$ cat config.mk
export PLATFORM = sky130hd
export DESIGN_NAME = tnn_csr_encoder
export DESIGN_NICKNAME = d
export VERILOG_FILES = /design/src/rtl/tnn_csr_encoder.sv
export SDC_FILE = /design/constraint.sdc
export NUM_CORES = 1
export LEC_CHECK = 0
export ABC_AREA = 1
export CORE_MARGIN = 1
export CORE_UTILIZATION = 53
export CTS_BUF_LIST = sky130_fd_sc_hd__clkbuf_8
export DETAILED_ROUTE_END_ITERATION = 8
export GPL_TIMING_DRIVEN = 0
export PLACE_DENSITY = 0.93
export SYNTH_ARGS = -nofsm -noshare
export SYNTH_HDL_FRONTEND = slang
export SYNTH_SLANG_ARGS = --single-unit
$ cat constraint.sdc
create_clock -name clk -period 3.8 [get_ports clk]
set_input_delay 1.14 -clock clk [delete_from_list [all_inputs] [get_ports clk]]
set_output_delay 1.14 -clock clk [all_outputs]
set_load 0.02 [all_outputs]
$ cat src/rtl/tnn_csr_encoder.sv
// tnn_csr_encoder: turns dense ternary weight rows into a CSR stream of
// (column, sign) entries plus one cumulative end pointer per row.
// Optional build macro TNN_CSR_SKIP_EN: jump straight to the next nonzero
// column instead of walking every column; emitted values are identical.
module tnn_csr_encoder #(
    parameter int COL_CNT = 40,
    parameter int ROW_CNT = 6,
    parameter int CW = $clog2(COL_CNT),
    parameter int PW = $clog2(ROW_CNT * COL_CNT + 1),
    localparam int RW = (ROW_CNT > 1) ? $clog2(ROW_CNT) : 1
) (
    input  logic               clk,
    input  logic               rst,
    input  logic               row_valid,
    output logic               row_ready,
    input  logic [COL_CNT-1:0] row_mask,
    input  logic [COL_CNT-1:0] row_sign,
    output logic               ent_valid,
    input  logic               ent_ready,
    output logic [CW-1:0]      ent_col,
    output logic               ent_sign,
    output logic               ent_last,
    output logic               ptr_valid,
    output logic [PW-1:0]      ptr_value,
    output logic [RW-1:0]      ptr_row,
    output logic               done
);

    typedef enum logic [1:0] {IDLE, SCAN, PTR} state_t;

    state_t             state_q, state_d;
    logic [COL_CNT-1:0] mask_q, mask_d;
    logic [COL_CNT-1:0] sign_q, sign_d;
    logic [RW-1:0]      row_idx_q, row_idx_d;
    logic [PW-1:0]      nnz_total_q, nnz_total_d;
    logic [CW-1:0]      cur_col;
    logic               cur_last;
    logic               ent_hs;

`ifdef TNN_CSR_SKIP_EN
    // mask_q doubles as the remaining-nonzero set; present its lowest set bit
    always_comb begin
        cur_col = '0;
        for (int c = COL_CNT - 1; c >= 0; c--) begin
            if (mask_q[c]) cur_col = CW'(c);
        end
        cur_last = (mask_q != '0) && ((mask_q & (mask_q - COL_CNT'(1))) == '0);
    end
`else
    logic [CW-1:0] col_q, col_d;
    logic          has_above;

    // Present the current column and note whether any nonzero lies beyond it
    always_comb begin
        cur_col   = col_q;
        has_above = 1'b0;
        for (int c = 0; c < COL_CNT; c++) begin
            if (c > int'(col_q) && mask_q[c]) has_above = 1'b1;
        end
        cur_last = !has_above;
    end
`endif

    assign row_ready = (state_q == IDLE);
    assign ent_valid = (state_q == SCAN) && mask_q[cur_col];
    assign ent_col   = cur_col;
    assign ent_sign  = sign_q[cur_col];
    assign ent_last  = ent_valid && cur_last;
    assign ent_hs    = ent_valid && ent_ready;
    assign ptr_valid = (state_q == PTR);
    assign ptr_value = nnz_total_q;
    assign ptr_row   = row_idx_q;
    assign done      = ptr_valid && (row_idx_q == RW'(ROW_CNT - 1));

    // Next-state logic: accept a row, scan it, then close it with a pointer
    always_comb begin
        state_d     = state_q;
        mask_d      = mask_q;
        sign_d      = sign_q;
        row_idx_d   = row_idx_q;
        nnz_total_d = nnz_total_q;
`ifndef TNN_CSR_SKIP_EN
        col_d       = col_q;
`endif
        case (state_q)
            IDLE: begin
                if (row_valid) begin
                    mask_d  = row_mask;
                    sign_d  = row_sign;
                    state_d = SCAN;
                end
            end
            SCAN: begin
                if (ent_hs) nnz_total_d = nnz_total_q + PW'(1);
`ifdef TNN_CSR_SKIP_EN
                if (ent_hs) mask_d = mask_q & ~(COL_CNT'(1) << cur_col);
                if (!ent_valid || (ent_hs && cur_last)) state_d = PTR;
`else
                if (!ent_valid || ent_ready) begin
                    if (col_q == CW'(COL_CNT - 1)) begin
                        col_d   = '0;
                        state_d = PTR;
                    end else begin
                        col_d = col_q + CW'(1);
                    end
                end
`endif
            end
            PTR: begin
                state_d = IDLE;
                if (done) begin
                    row_idx_d   = '0;
                    nnz_total_d = '0;
                end else begin
                    row_idx_d = row_idx_q + RW'(1);
                end
            end
            default: state_d = IDLE;
        endcase
    end

    // State registers; reset wins over any handshake in the same cycle
    always_ff @(posedge clk) begin
        if (rst) begin
            state_q     <= IDLE;
            mask_q      <= '0;
            sign_q      <= '0;
            row_idx_q   <= '0;
            nnz_total_q <= '0;
`ifndef TNN_CSR_SKIP_EN
            col_q       <= '0;
`endif
        end else begin
            state_q     <= state_d;
            mask_q      <= mask_d;
            sign_q      <= sign_d;
            row_idx_q   <= row_idx_d;
            nnz_total_q <= nnz_total_d;
`ifndef TNN_CSR_SKIP_EN
            col_q       <= col_d;
`endif
        end
    end

endmodule

* Word-level counts from Yosys, hierarchy flattened
Index checks and enable logic that the tools add are counted.
** Storage, ports and cells
- Register bits after elaboration :: 99
- Output and inout bits :: 23
** Cells by class
- Multiplexer cells :: 52
- Equal/unequal tests :: 9
- Reduce and logical (&&, ||, !) cells :: 52
- $add $sub $neg :: 3
- $lt $le $gt $ge :: 40
** Operators by type and width (number)
- greater-than comparator 5 x 6 -> 1 bit, first input constant :: 16
- greater-than comparator 4 x 6 -> 1 bit, first input constant :: 8
- greater-than comparator 6 bit, first input constant :: 8
- logical AND 1 bit :: 43
- 2-to-1 mux 1 bit :: 41
- greater-than comparator 3 x 6 -> 1 bit, first input constant :: 4
- 2-to-1 mux 8 bit :: 2
- one-hot mux 8 bit (2 select lines) :: 1
- binary-select mux 1 bit (select 6 bit) :: 2
- greater-than comparator 2 x 6 -> 1 bit, first input constant :: 2
- adder 8 x 1 -> 8 bit, second input constant :: 1
- < comparator 6 x 7 -> 1 bit, second input constant :: 1
- adder 6 x 1 -> 6 bit, second input constant :: 1
- == test 6 bit, second input constant :: 1
- greater-than comparator 1 x 6 -> 1 bit, first input constant :: 1
- 2-to-1 mux 2 bit :: 3
- 2-to-1 mux 6 bit :: 1
- != test 2 x 1 -> 1 bit, second input constant :: 3
- AND reduction 3 bit :: 2
- != test 2 bit, second input constant :: 2
- one-hot mux 2 bit (2 select lines) :: 1
- AND reduction 2 bit :: 2
- adder 3 x 1 -> 3 bit, second input constant :: 1
- == test 3 bit, second input constant :: 1
- other kinds (7) :: 8

* Longest topological paths before layout
- Depth in word-level cells :: 43
- Mapped depth :: 17

* Least setup slack after synthesis
No wires, ideal clock.
- Kind :: register to output
- Start :: register col_q[0] (netlist: ent_col[0])
- End :: output port ent_last
- Required time :: 2.660 ns
- Path slack :: 0.190 ns
- Stages on the path, launching flop included :: 15
- Path buffers :: 4
- Arrival :: 2.470 ns
- Path through :: dfxtp_1 buf_6 inv_4 buf_6 buf_6 clkbuf_1 ha_1 nor2_1 o21ai_0 a21oi_1 nor4_1 o2111ai_1 nor2_1 nand3_1 nor2_1
** On the way
- Longest elaborated chain between the ends :: 43
- Elaborated cells between the ends (all ways) :: 122
- Classes of those cells :: 39 x order compare; 41 x mux; 42 x reduce/logical
** Ends and longest elaborated chain
- from (decl) :: line 50 : logic [CW-1:0] col_q, col_d;
- from (signal assigned) :: line 140 : col_q <= col_d;
- greater-than comparator 1 x 6 -> 1 bit :: line 58 : if (c > int'(col_q) && mask_q[c]) has_above = 1'b1;
- logical AND 1 bit :: line 58
- 2-to-1 mux 1 bit (39 in a row) :: line 58
- zero test 1 bit :: line 60 : cur_last = !has_above;
- logical AND 1 bit * :: line 68 : assign ent_last = ent_valid && cur_last;
- to (decl) :: line 22 : output logic ent_last,
Mark *: on every way between the ends. The rest lies on a longest branch, timed or not. The select of a mux whose other input is x is not followed.

* Final worst setup path
- Start :: register col_q[0] (netlist: ent_col[0])
- End :: output port ent_sign
** On the way
- Longest elaborated chain between the ends :: 2
** Ends and longest elaborated chain
- binary-select mux 1 bit (select 6 bit) :: line 67 : assign ent_sign = sign_q[cur_col];
- 2-to-1 mux 1 bit (not written as such) :: line 67
- to (decl) :: line 21 : output logic ent_sign,
No other way between the ends. The select of a mux whose other input is x is not followed.

==> results.yml <==
run_status:
  outcome: "finished clean"
floorplan:
  fp.dieH_um: 101.1
  fp.coreArea_um2: 9371
  rows: 35
  die_x_um: 101.1
  start_util: 0.5557
  num_io_pins: 107
  die_area_um2: 10230
yosys:
  synth-compound-area-share: 0.2273
  synth_nets: 879
  synth.area.top_cells: "dfxtp_1 (38%), o21ai_0 (12%), nor2_1 (11%)"
  synthArstFlopShare: 0
  syn_inst: 785
  synth_ff_type: "dfxtp_1"
  synth.distinct_cells: 41
  synth_top_family_by_area: "simple AND/OR/NAND/NOR gates"
  synth_seq_cells: 99
  synthAdderAreaFrac: 0.02403
  synth_simple_gate_area_share: 0.2605
  syn_area_per_cell_um2: 6.634
  yosysTopAreaCell: "dfxtp_1"
  synth_xor_area_frac: 0.01346
  synthMuxAreaShare: 0
  ys_seq_area_frac: 0.3806
  syn_area_um2: 5207
  synth-edff-count: 0
  synth_warnings: 0
  yosysMostFrequentCell: "nor2_1"
  synth_top_area_share: 0.3806
  netlist_top_cells_count: "nor2_1 (154), o21ai_0 (121), nand2_1 (114)"
place:
  dp_hpwl_um: 12670
  io_buffers: 105
  routabilityCongestion: 0.9862
  postPlaceCellArea_um2: 6420
worst_setup_path:
  reg2reg_to: "ent_col[2]$_SDFFE_PP0P_"
  critPathSlowestCell: "dfxtp_4"
  crit_path_start_kind: "flop"
  r2r_cells: 16
  cp.required_ns: 2.66
  reg2reg_slack_ns: 1.48
  crit_fanout: 10
  arrival_ns: 2.61
  endpoint: "ent_sign"
  worstSetupPathType: "flop to output port"
  max_stage_delay_ns: 0.39
  path_buf_inv: 4
  cpLargestDelayFamily: "buffers and inverters"
  worstSetupStartpoint: "ent_col[0]$_SDFFE_PP0P_"
  critPathCaptureType: "output port"
  timing.rr.start: "ent_col[0]$_SDFFE_PP0P_"
  path_cells: "buf_8 -> buf_2 -> clkbuf_4 -> nor2_1 -> o32ai_1 -> a21oi_1 -> o22ai_1 -> o21ai_0 -> nand2_1 -> dlygate4sd2_1"
  path_depth: 10
timing:
  finalMaxSlewViolations: 0
  setup_viol: 0
  period_share: 0.9870
  hold_viol_final: 0
  fmax_mhz: 266.6
  slew-limit-headroom: 0.4726
  tightest_slew_ns: 0.7858
  clock_skew_ns: 0.01187
  finalCriticalPeriod_ns: 3.751
routing:
  drt-met1-wl_um: 6933
  drc: 0
  first_iter_violations: 581
  drt-total-wl_um: 17080
  dr_wl_met2_um: 7810
  vias: 5979
  wire_per_inst_um: 16.29
  routed-wl-met3_um: 1474
  top_layer_used: "met4"
  viasPerCell: 5.705
  first_pass_iters: 6
  final_antenna_net_count: 0
job:
  drv_cap: 0
grt:
  grt_pass1_vias: 5336
  grt_pass1_wl_um: 26390
  track_usage: 0.3373
  grt_overflow: 0
  grt_start_max_net_pins: 20
  antenna_found_initial: 0
hold_path:
  hp-class: "flop to flop"
  hold-path-cell-count: 2
clock_tree:
  cts_tree: "built"
  h-tree-depth: 3
  cts_num_sinks: 99
  clk_pin_slew_ns: 0.10
  worstSkewPairLatency_ns: 0.38
  cts_buffers: 9
  cts_buffer_depth: 2
  clockRootBuffer: "clkbuf_8"
cells_and_area:
  final_cell_area_um2: 6859
  syn2layout_area_growth_pct: 31.72
  fill_cells: 782
  drive_gt1_frac: 0.08814
  nets: 1008
  diodes: 0
power:
  p_per_area_nw_per_um2: 357.0
  p_leak_nw: 2.831
  peakVddDrop_mv: 0.2184
  fin_total_pwr_mw: 2.449
==> power breakdown <==
| group | switching (mW) | internal (mW) | leakage (nW) |
|---|---|---|---|
| Clock | 0.422 | 0.257 | 0.100 |
| Sequential | 0.0544 | 1.12 | 0.820 |
| Combinational | 0.339 | 0.256 | 1.91 |
==> registers in the layout (all words and copies together), names as in the netlist <==
signal / count
ptr_value: 8
state_q: 2
sign_q: 40
ent_col: 6
mask_q: 40
ptr_row: 3
==> per-layer routing <==
layer	up-vias	global-route usage
met5	-	0
met4	0	0.1717
met3	66	0.06103
met2	375	0.5453
met1	2695	0.4317
li1	2843	-
==> worst min-delay path: stages, from the launching register on <==
cell and delay (ns):
dfxtp_1 0.34, inv_1 0.07, a21oi_1 0.05
==> per-stage QoR <==
| step | setup TNS, ns | setup WS [ns] | util | hold slack [ns] | instances |
|---|---|---|---|---|---|
| floorplan | 0 | 0.1898 | - | 0.4292 | 785 |
| global placement | -0.8398 | -0.7765 | 0.6850 | 0.4579 | 1019 |
| CTS | -0.01002 | -0.01002 | 0.7142 | 0.4783 | 1037 |
| finish | 0 | 0.04925 | 0.7319 | 0.4927 | 1048 |
| global route | -0.006047 | -0.005257 | 0.7319 | 0.5132 | 1048 |
| detailed placement | -0.8866 | -0.8275 | 0.6850 | 0.4619 | 1019 |
==> logic make-up after synthesis <==
group,Yosys count
simple gates,328
flops,99
xor+xnor,8
fa+ha+maj,10
compound gates,220
buf+inv,120
==> how the worst min path moves through the flow <==
stage	startpoint	to	slack, ns
final	mask_q[14]$_SDFFE_PP0P_	mask_q[14]$_SDFFE_PP0P_	0.49
after global routing	state_q[1]$_SDFFE_PP0P_	state_q[1]$_SDFFE_PP0P_	0.51
after CTS	mask_q[14]$_SDFFE_PP0P_	mask_q[14]$_SDFFE_PP0P_	0.48
after detailed placement	mask_q[14]$_SDFFE_PP0P_	mask_q[14]$_SDFFE_PP0P_	0.46
after global placement	sign_q[16]$_SDFFE_PP0P_	sign_q[16]$_SDFFE_PP0P_	0.46
after floorplan	mask_q[0]$_SDFFE_PP0P_	mask_q[0]$_SDFFE_PP0P_	0.43
==> final cells by class <==
class / instances / area [µm²] / area share
repair buffers: 120 / 1170 / 0.1706
flip-flops and latches: 99 / 1991 / 0.2902
plain buffers: 44 / 236.5 / 0.03448
inverters: 74 / 292.8 / 0.04269
clock inverters: 7 / 70.07 / 0.01022
multi-input cells: 566 / 2814 / 0.4103
well taps: 129 / 161.4 / 0.02353
clock buffers: 9 / 123.9 / 0.01806
==> timing repair <==
| item | CTS | global route |
|---|---|---|
| hold buffers | 0 | 0 |
| pin swaps | 2 | 7 |
| endpoints found under the setup margin | 3 | 3 |
| cloned | 0 | 1 |
| setup buffers | 3 | 11 |
| gates resized for setup | 26 | 30 |
==> cells in the final DEF, fill, tap and decap left out, types with 2 or more instances in the layout <==
cell type / n
nor2_1: 146
o21ai_0: 118
nand2_1: 113
clkdlybuf4s50_1: 102
dfxtp_1: 96
inv_1: 68
a21oi_1: 63
nand3_1: 33
clkbuf_1: 28
buf_4: 15
nand4_1: 10
o22ai_1: 9
ha_1: 9
clkbuf_8: 9
nor2_2: 7
o21ai_1: 6
buf_2: 5
o211ai_1: 5
xor2_1: 5
clkbuf_4: 4
nor3_1: 4
nor2_4: 4
inv_2: 3
nand2_2: 3
o221ai_1: 3
a31oi_1: 3
xnor2_1: 3
buf_8: 2
clkinv_8: 2
clkbuf_2: 2
o32ai_1: 2
or2_2: 2
o21ai_2: 2
o2111ai_1: 2
clkinv_4: 2
inv_8: 2
buf_6: 2
dfxtp_4: 2
No activity file was read; power rests on OpenSTA's default activity.
